[config.mk]
export PLATFORM = sky130hd
export DESIGN_NAME = game_tick_scheduler
export DESIGN_NICKNAME = d
export VERILOG_FILES = /design/src/rtl/game_tick_scheduler.sv
export SDC_FILE = /design/constraint.sdc
export NUM_CORES = 1
export LEC_CHECK = 0
export BUFFER_PORTS_ARGS = -buffer_cell sky130_fd_sc_hd__buf_2
export CORE_ASPECT_RATIO = 1.5
export CORE_MARGIN = 3
export CORE_UTILIZATION = 32
export DETAILED_ROUTE_END_ITERATION = 8
export GPL_TIMING_DRIVEN = 1
export PLACE_DENSITY = 0.52
export SLEW_MARGIN = 20
export SYNTH_ARGS = -nofsm -noshare
export SYNTH_HDL_FRONTEND = slang
export SYNTH_SLANG_ARGS = --single-unit
[constraint.sdc]
create_clock -name clock_in -period 15.6 [get_ports clock_in]
set_clock_uncertainty 0.1 [all_clocks]
set_input_delay 3.12 -clock clock_in [delete_from_list [all_inputs] [get_ports clock_in]]
set_output_delay 3.12 -clock clock_in [all_outputs]
set_load 0.02 [all_outputs]
[src/rtl/game_tick_scheduler.sv]
// game_tick_scheduler: turns the system clock into single-cycle game tick enables,
// owns the IDLE/RUN/PAUSE/OVER game state and shortens the tick period as levels rise.
// Ports: clock_in/reset (async, active-high); start, pause_toggle, crash controls;
// tick, level, score, state, game_over outputs.
module game_tick_scheduler #(
  parameter logic [27:0] BASE_DIVISOR    = 28'd20000000,
  parameter logic [27:0] STEP            = 28'd1000000,
  parameter logic [27:0] MIN_DIVISOR     = 28'd5000000,
  parameter int          TICKS_PER_LEVEL = 100,
  parameter int          MAX_LEVEL       = 15
) (
  input  logic        clock_in,
  input  logic        reset,
  input  logic        start,
  input  logic        pause_toggle,
  input  logic        crash,
  output logic        tick,
  output logic [3:0]  level,
  output logic [15:0] score,
  output logic [1:0]  state,
  output logic        game_over
);

  localparam int LCW = (TICKS_PER_LEVEL > 1) ? $clog2(TICKS_PER_LEVEL) : 1;
  localparam logic [LCW-1:0] LVL_LAST = LCW'(TICKS_PER_LEVEL - 1);
  localparam logic [3:0]     LVL_MAX  = 4'(MAX_LEVEL);

  typedef enum logic [1:0] {
    IDLE  = 2'b00,
    RUN   = 2'b01,
    PAUSE = 2'b10,
    OVER  = 2'b11
  } state_t;

  state_t           cur_state, nxt_state;
  logic [27:0]      counter;
  logic [27:0]      period;
  logic [LCW-1:0]   lvl_cnt;
  logic             do_clear;   // start accepted: reset game counters
  logic             do_count;   // RUN cycle with no crash/pause: advance counter
  logic             wrap;       // interval complete this cycle
  logic             lvl_wrap;   // interval completes a level's worth of ticks
  logic [3:0]       level_nxt;

  // Clamp in 32 bits so a large level*STEP can never underflow the subtraction.
  function automatic logic [27:0] period_for(input logic [3:0] lv);
    logic [31:0] prod;
    logic [31:0] span;
    prod = 32'(lv) * 32'(STEP);
    span = 32'(BASE_DIVISOR) - 32'(MIN_DIVISOR);
    if (prod >= span)
      period_for = MIN_DIVISOR;
    else
      period_for = 28'(32'(BASE_DIVISOR) - prod);
  endfunction

  always_ff @(posedge clock_in or posedge reset) begin
    if (reset)
      cur_state <= IDLE;
    else
      cur_state <= nxt_state;
  end

  // Priority crash > pause_toggle > start; lower-priority inputs are dropped.
  always_comb begin
    nxt_state = cur_state;
    do_clear  = 1'b0;
    do_count  = 1'b0;
    case (cur_state)
      IDLE: begin
        if (start) begin
          nxt_state = RUN;
          do_clear  = 1'b1;
        end
      end
      RUN: begin
        if (crash)
          nxt_state = OVER;
        else if (pause_toggle)
          nxt_state = PAUSE;
        else
          do_count = 1'b1;
      end
      PAUSE: begin
        if (crash)
          nxt_state = OVER;
        else if (pause_toggle)
          nxt_state = RUN;
      end
      OVER: begin
        if (start) begin
          nxt_state = RUN;
          do_clear  = 1'b1;
        end
      end
      default: nxt_state = IDLE;
    endcase
  end

  assign wrap      = do_count && (counter == period - 28'd1);
  assign lvl_wrap  = wrap && (lvl_cnt == LVL_LAST);
  assign level_nxt = (lvl_wrap && (level < LVL_MAX)) ? level + 4'd1 : level;

  always_ff @(posedge clock_in or posedge reset) begin
    if (reset) begin
      tick    <= 1'b0;
      level   <= 4'd0;
      score   <= 16'd0;
      counter <= 28'd0;
      lvl_cnt <= '0;
      period  <= BASE_DIVISOR;
    end else begin
      tick <= wrap;
      if (do_clear) begin
        counter <= 28'd0;
        score   <= 16'd0;
        level   <= 4'd0;
        lvl_cnt <= '0;
        period  <= BASE_DIVISOR;
      end else if (do_count) begin
        if (wrap) begin
          counter <= 28'd0;
          if (score != 16'hFFFF)
            score <= score + 16'd1;
          lvl_cnt <= lvl_wrap ? '0 : lvl_cnt + LCW'(1);
          level   <= level_nxt;
          // Only loaded at a wrap, so a running interval is never shortened.
          period  <= period_for(level_nxt);
        end else begin
          counter <= counter + 28'd1;
        end
      end
    end
  end

  assign state     = cur_state;
  assign game_over = (cur_state == OVER);

endmodule

# Word level (Yosys, flattened, before mapping)

Cells that the tools add are included.

Input port bits: 5
Flip-flop bits (word level): 86
Output and inout port bits: 24

Muxes and demuxes: 30
Eq/ne operators: 9
Reduce and logical (&&, ||, !) cells: 11
Add/sub/neg operators: 6
Multipliers: 1
$lt $le $gt $ge: 2

Operators with widths:

| cell                     | count |
|---|---|
| $mux W28                 | 7 |
| $mux W16                 | 4 |
| $add A28 B1 Y28 const B  | 1 |
| $eq A28 B28 Y1           | 1 |
| $mux W7                  | 4 |
| $sub A28 B1 Y28 const B  | 1 |
| $sub A25 B24 Y26 const A | 1 |
| $ge A24 B24 Y1 const B   | 1 |
| $mul A4 B14 Y18 const B  | 1 |
| $add A16 B1 Y16 const B  | 1 |
| $mux W4                  | 4 |
| $ne A16 B16 Y1 const B   | 1 |
| $mux W2                  | 5 |
| $add A7 B1 Y7 const B    | 1 |
| $eq A7 B7 Y1 const B     | 1 |
| $ne A3 B3 Y1 const B     | 2 |
| $pmux W2 S3              | 1 |
| $reduce_and A3 Y1        | 2 |
| $reduce_bool A2 Y1       | 3 |
| $mux W1                  | 5 |
| $add A4 B1 Y4 const B    | 1 |
| $eq A2 B2 Y1 const B     | 2 |
| $lt A4 B4 Y1 const B     | 1 |
| $logic_and A1 B1 Y1      | 3 |
| other kinds (5)          | 5 |

# Longest topological paths before layout

Depth after elaboration: 13
Mapped depth: 30
Mapped depth without buffers: 26

# Worst setup path before layout

OpenSTA, ideal clock, no wires.

Kind: input-to-reg
From: in pause_toggle
To: reg period[10]
Path buffers: 2
Path slack: 7.645 ns
Library setup time: 0.084 ns
Arrival time: 7.772 ns
Stages: 22
Cell sequence: nor2_1 -> and2_1 -> nand3_1 -> nor4_1 -> nand4b_1 -> buf_2 -> nor2_1 -> mux2i_1 -> inv_1 -> fa_1 -> inv_1 -> fa_1 -> inv_1 -> ha_1 -> a21oi_1 -> xnor2_1 -> nand2b_1 -> o21ai_0 -> a41oi_1 -> a31oi_1 -> buf_2 -> a221o_1

Longest elaborated chain between the ends: 13
Elaborated cells on any way between the ends: 17

Ends and longest elaborated chain:

| item                                                      | line   | RTL |
|---|---|---|
| start: declaration                                        | 15     | `input logic pause_toggle,` |
| $mux W1 *                                                 | 79     | `else if (pause_toggle)` |
| $mux W1 *                                                 | 77     | `if (crash)` |
| $mux W1 *                                                 | 69     | `case (cur_state)` |
| $logic_and A1 B1 Y1                                       | 100    | `assign wrap = do_count && (counter == period - 28'd1);` |
| $logic_and A1 B1 Y1                                       | 101    | `assign lvl_wrap = wrap && (lvl_cnt == LVL_LAST);` |
| $logic_and A1 B1 Y1                                       | 102    | `assign level_nxt = (lvl_wrap && (level < LVL_MAX)) ? level + 4'd1 : level;` |
| $mux W4                                                   | 102    |  |
| $mul A4 B14 Y18                                           | 49     | `prod = 32'(lv) * 32'(STEP);` |
| $sub A25 B24 Y26 / $ge A24 B24 Y1 (equally long branches) | 54, 51 |  |
| $mux W28                                                  | 51     | `if (prod >= span)` |
| $mux W28                                                  | 121    | `if (wrap) begin` |
| $mux W28                                                  | 120    | `end else if (do_count) begin` |
| $mux W28                                                  | 114    | `if (do_clear) begin` |
| end signal: assignment                                    | 128    | `period <= period_for(level_nxt);` |
| end: declaration                                          | 37     | `logic [27:0] period;` |

Every way passes the cells marked *; elsewhere a longest branch is shown, timed or not. The select of a mux whose other input is x is not followed.
A chain may end at the register's enable or synchronous reset.

# Worst setup path after layout

From: in crash
To: reg period[11]

Longest elaborated chain between the ends: 12
Elaborated cells on any way between the ends: 16

Ends and longest elaborated chain:

| item                                                      | line   | RTL |
|---|---|---|
| start: declaration                                        | 16     | `input logic crash,` |
| $mux W1 *                                                 | 77     |  |
| $mux W1 *                                                 | 69     |  |
| $logic_and A1 B1 Y1                                       | 100    |  |
| $logic_and A1 B1 Y1                                       | 101    |  |
| $logic_and A1 B1 Y1                                       | 102    |  |
| $mux W4                                                   | 102    |  |
| $mul A4 B14 Y18                                           | 49     |  |
| $sub A25 B24 Y26 / $ge A24 B24 Y1 (equally long branches) | 54, 51 |  |
| $mux W28                                                  | 51     |  |
| $mux W28                                                  | 121    |  |
| $mux W28                                                  | 120    |  |
| $mux W28                                                  | 114    |  |

Marks and branches as above.

==> summary by stage <==
Status
The run finished with clean final reports.

Floorplanning
Once the floorplan was initialized, standard cells occupied about 33% of the core. In this run the horizontal extent of the chip is roughly 110 um. In this run the count of I/O pins placed on the die edge is 29. The floorplan has between 50 and 60 rows. The floorplan die area is roughly 0.019 mm2. The die span in y is ~170 um.

The core region is around 0.017 mm2.

Clocking
The maximum level of the CTS H-tree is 3. The cell at the root of the clock tree is clkbuf_16. The post-CTS setup-driven buffer insertion count is 0. The clock passes through at most 2 buffers.

After clock tree synthesis, the clock-pin slew on the worst setup and hold paths is around 0.070 ns. The clock latency on the worst-skew pair is 0.34 ns. The post-cts gate resize count is 0. The number of sinks on the clock net is 76.

The hold-fix buffer count after cts is 0. In this run, CTS created clock tree buffers numbering 9. The TritonCTS clock tree is done.

Cells and area
The footprint of the multi-input gates is roughly 0.0035 mm2. For this run, the post-layout net count is 697. Relative to the synthesized area, the layout overhead comes to 11.71%. In the final layout, flip-flops and latches occupy 0.001912 mm2. 0 antenna diodes ended up in the layout. The share of post-route cells with drive strength above 1 is between 10% and 20%. Counting the fill cells in the layout gives 1760.

Setup path
Data arrives at the worst endpoint at approximately 8.9 ns. Of all nets on the critical path, the largest fanout is 11. The worst setup path is launched from an input port. The critical path in this run is classified as in2reg. Data on the critical path is required at its endpoint by approximately 16 ns. The capture instance of the worst register-to-register path is period[11]. The worst-case reg-to-reg path depth is 26. The setup slack of the most critical reg-to-reg path is ~8.4 ns. The kind of end point of the critical path is a register. The worst flop-to-flop path startpoint is period[6]. For this design, the slowest cell found on the critical path is fa_1.

The worst stage delay on the critical path is roughly 0.57 ns.

Logic synthesis
For this run, asynchronously set or reset flops after synthesis account for between 90% and 100%. The total nets after synthesis is 679. Counting instances in the post-synthesis netlist gives the leading cell types as nor2_1, dfrtp_1, nand2_1.

The cell count after synthesis is between 600 and 700. The count of state elements after synthesis is 76. The average size of a mapped cell is ~8.8 um2. The sequential element share of the synthesized area is about a third.

The area fraction of the dominant cell type after synthesis is a little under a third. The area of the mapped netlist is about 0.0056 mm2. The biggest area consumer among synthesized cells is dfrtp_1. The count of flip-flops with a built-in enable after synthesis is 0. Yosys attributes the largest share of cell area to dfrtp_1, xor2_1, ha_1, xnor2_1, nor2_1. The most repeated cell in the gate-level netlist after synthesis is nor2_1. The most used flip-flop cell after synthesis is dfrtp_1. For this run, the number of Yosys warnings is 0.

The unique cell type count in the Yosys netlist is 71.

Global routing
The largest net degree at the start of global routing is 77. After global routing the overflow that remains totals 0. The first-pass GRT wire length is ~24 mm. The number of global-route vias before repair came to roughly 4600.

In the global route stage, overall resource usage came out at between 15 and 20%. The initial antenna violation count is 0.

Detailed routing
The final route contains 4665 vias. After the first detailed-routing iteration, the DRC count stood at ~250. The wire length reported by the detailed router is approximately 14 mm. The residual DRC count is 0. The post-detailed-route via-to-cell ratio is roughly 5.3. The number of routed nets with antenna violations is 0. The count of TritonRoute iterations in the first routing pass is 4. After detailed routing, the average wire length per cell comes to ~16 um.

Run
The tool flagged a number of max-cap violations equal to 0.

Hold path
The worst hold path passes through 2 cells. The worst hold path terminates at period[24]. The worst min-delay path startpoint is period[24]. In this run the worst hold path is classified as reg2reg.

STA
Setup repair after global routing left no endpoint under its margin. Setup violations remaining at the end of the flow were counted as 0. The number of failing hold endpoints at the final stage was 0. Hold timing on the final database bottoms out at a slack of around 0.43 ns. The count of pins over their slew limit is 0. After layout, the worst path uses a little under three fifths of the clock period. Timing would allow up to about 110 MHz. Setup slack closes at between 6 and 7 ns.

In this run the tightest slew margin relative to its limit is a little over a third. Summed over all failing endpoints, the final setup total negative slack is 0 ns. The clock period could shrink to a little under 9 ns. At the pin with the least slew margin, the transition time is about 0.97 ns.

Placement
Prior to clock tree synthesis, the placed netlist has a worst setup slack of between 6 and 7 ns. The wire-length estimate of the detail-placed layout is between 10 and 15 mm. Port buffering added 28 buffers. Routability-driven placement finished with a final weighted congestion of around 0.88.

Pwr
Per report_power, the sequential group accounts for 39.7% of the total. VDD sags by at most 0.06994 mV. The analysis attributes to cell leakage a power of roughly 2.9 nW. The power per standard cell area is about 86 mW/mm2. The net switching fraction of the power is about a third.

The net switching power is between 0.15 and 0.2 mW. In this run, the combinational gates consume 19.3% of the power. The total power of the final layout is 0.5402 mW. The internal power of the cells totals between 0.3 and 0.4 mW. In this run, the clock network consumes around two fifths of the power.
## per-layer routing
layer  track usage, %  vias to the layer above  share of wire (%)
li1                 -                     2302                  -
met3            1.870                       25                2.9
met1            17.72                     2240                 42
met4            6.770                        0                2.9
met5                0                        -                  0
met2            27.56                       98                 52
## placed cells by master (no fill, tap or decap), drive strengths merged, types with 4 or more instances in the layout
| cell type | n |
|---|---|
| nor2 | 76 |
| dfrtp | 68 |
| nand2 | 49 |
| xor2 | 43 |
| xnor2 | 38 |
| inv | 37 |
| buf | 34 |
| a21oi | 31 |
| ha | 30 |
| nand3 | 26 |
| o21ai | 22 |
| nor3 | 17 |
| nand4 | 15 |
| nor4 | 15 |
| and3 | 13 |
| and2 | 11 |
| clkbuf | 9 |
| or3 | 8 |
| dfstp | 8 |
| nand2b | 7 |
| nor2b | 7 |
| a41oi | 5 |
| nand4b | 5 |
| mux2i | 5 |
| a31oi | 5 |
| fa | 5 |
| a211o | 4 |
| a221o | 4 |
| and4 | 4 |
| or4 | 4 |
## worst max path at each step
stage / start / end / slack [ns]
2_1_floorplan: pause_toggle / period[10] / 7.64
3_5_place_dp: crash / period[11] / 6.52
4_1_cts: crash / period[11] / 6.87
3_3_place_gp: crash / period[11] / 6.76
5_1_grt: crash / period[8] / 6.33
6_report: crash / period[11] / 6.87
## cells by family after synthesis
kind of cell / share of synthesized area [%]
flops: 34.02
simple gates: 25.78
mux: 1.091
buf+inv: 4.253
xor+xnor: 13.03
compound gates: 13.36
fa+ha+maj: 8.461
## critical path: cells and delay by family
family | cells | cell delay [ns]
buffers and inverters | 5 | 0.68
AOI/OAI and AO/OA | 6 | 1.02
and+or+nand+nor | 10 | 2.08
adders and majority gates | 3 | 1.42
muxes | 1 | 0.55
## cell type report
| class | instances | area share, % |
|---|---|---|
| Multi-Input combinational cell | 503 | 55.39 |
| Sequential cell | 76 | 30.46 |
| Tap cell | 210 | 4.186 |
| Clock buffer | 9 | 3.588 |
| Timing Repair Buffer | 34 | 2.950 |
| Inverter | 33 | 1.993 |
| Clock inverter | 7 | 1.435 |
## flip-flops by register name, indices dropped and copies added (netlist names)
name     count
counter     28
level        4
lvl_cnt      7
period      18
score       16
state        2
tick         1
## stage by stage
| stage | cells | instance area [um2] | util (%) |
|---|---|---|---|
| global placement | 856 | 5959 | 35.09 |
| global route | 872 | 6277 | 36.97 |
| CTS | 872 | 6275 | 36.95 |
| finish | 872 | 6277 | 36.97 |
| floorplan | 639 | 5619 | - |
| detailed placement | 856 | 5959 | 35.09 |
## power by group through the flow
stage	clock network [mW]	registers [mW]	logic [mW]
floorplan	0	0.225	0.0693
global placement	0	0.218	0.103
detailed placement	0	0.218	0.106
CTS	0.228	0.215	0.106
global route	0.236	0.217	0.117
finish	0.221	0.215	0.104
Power figures use the tool's default switching activity.
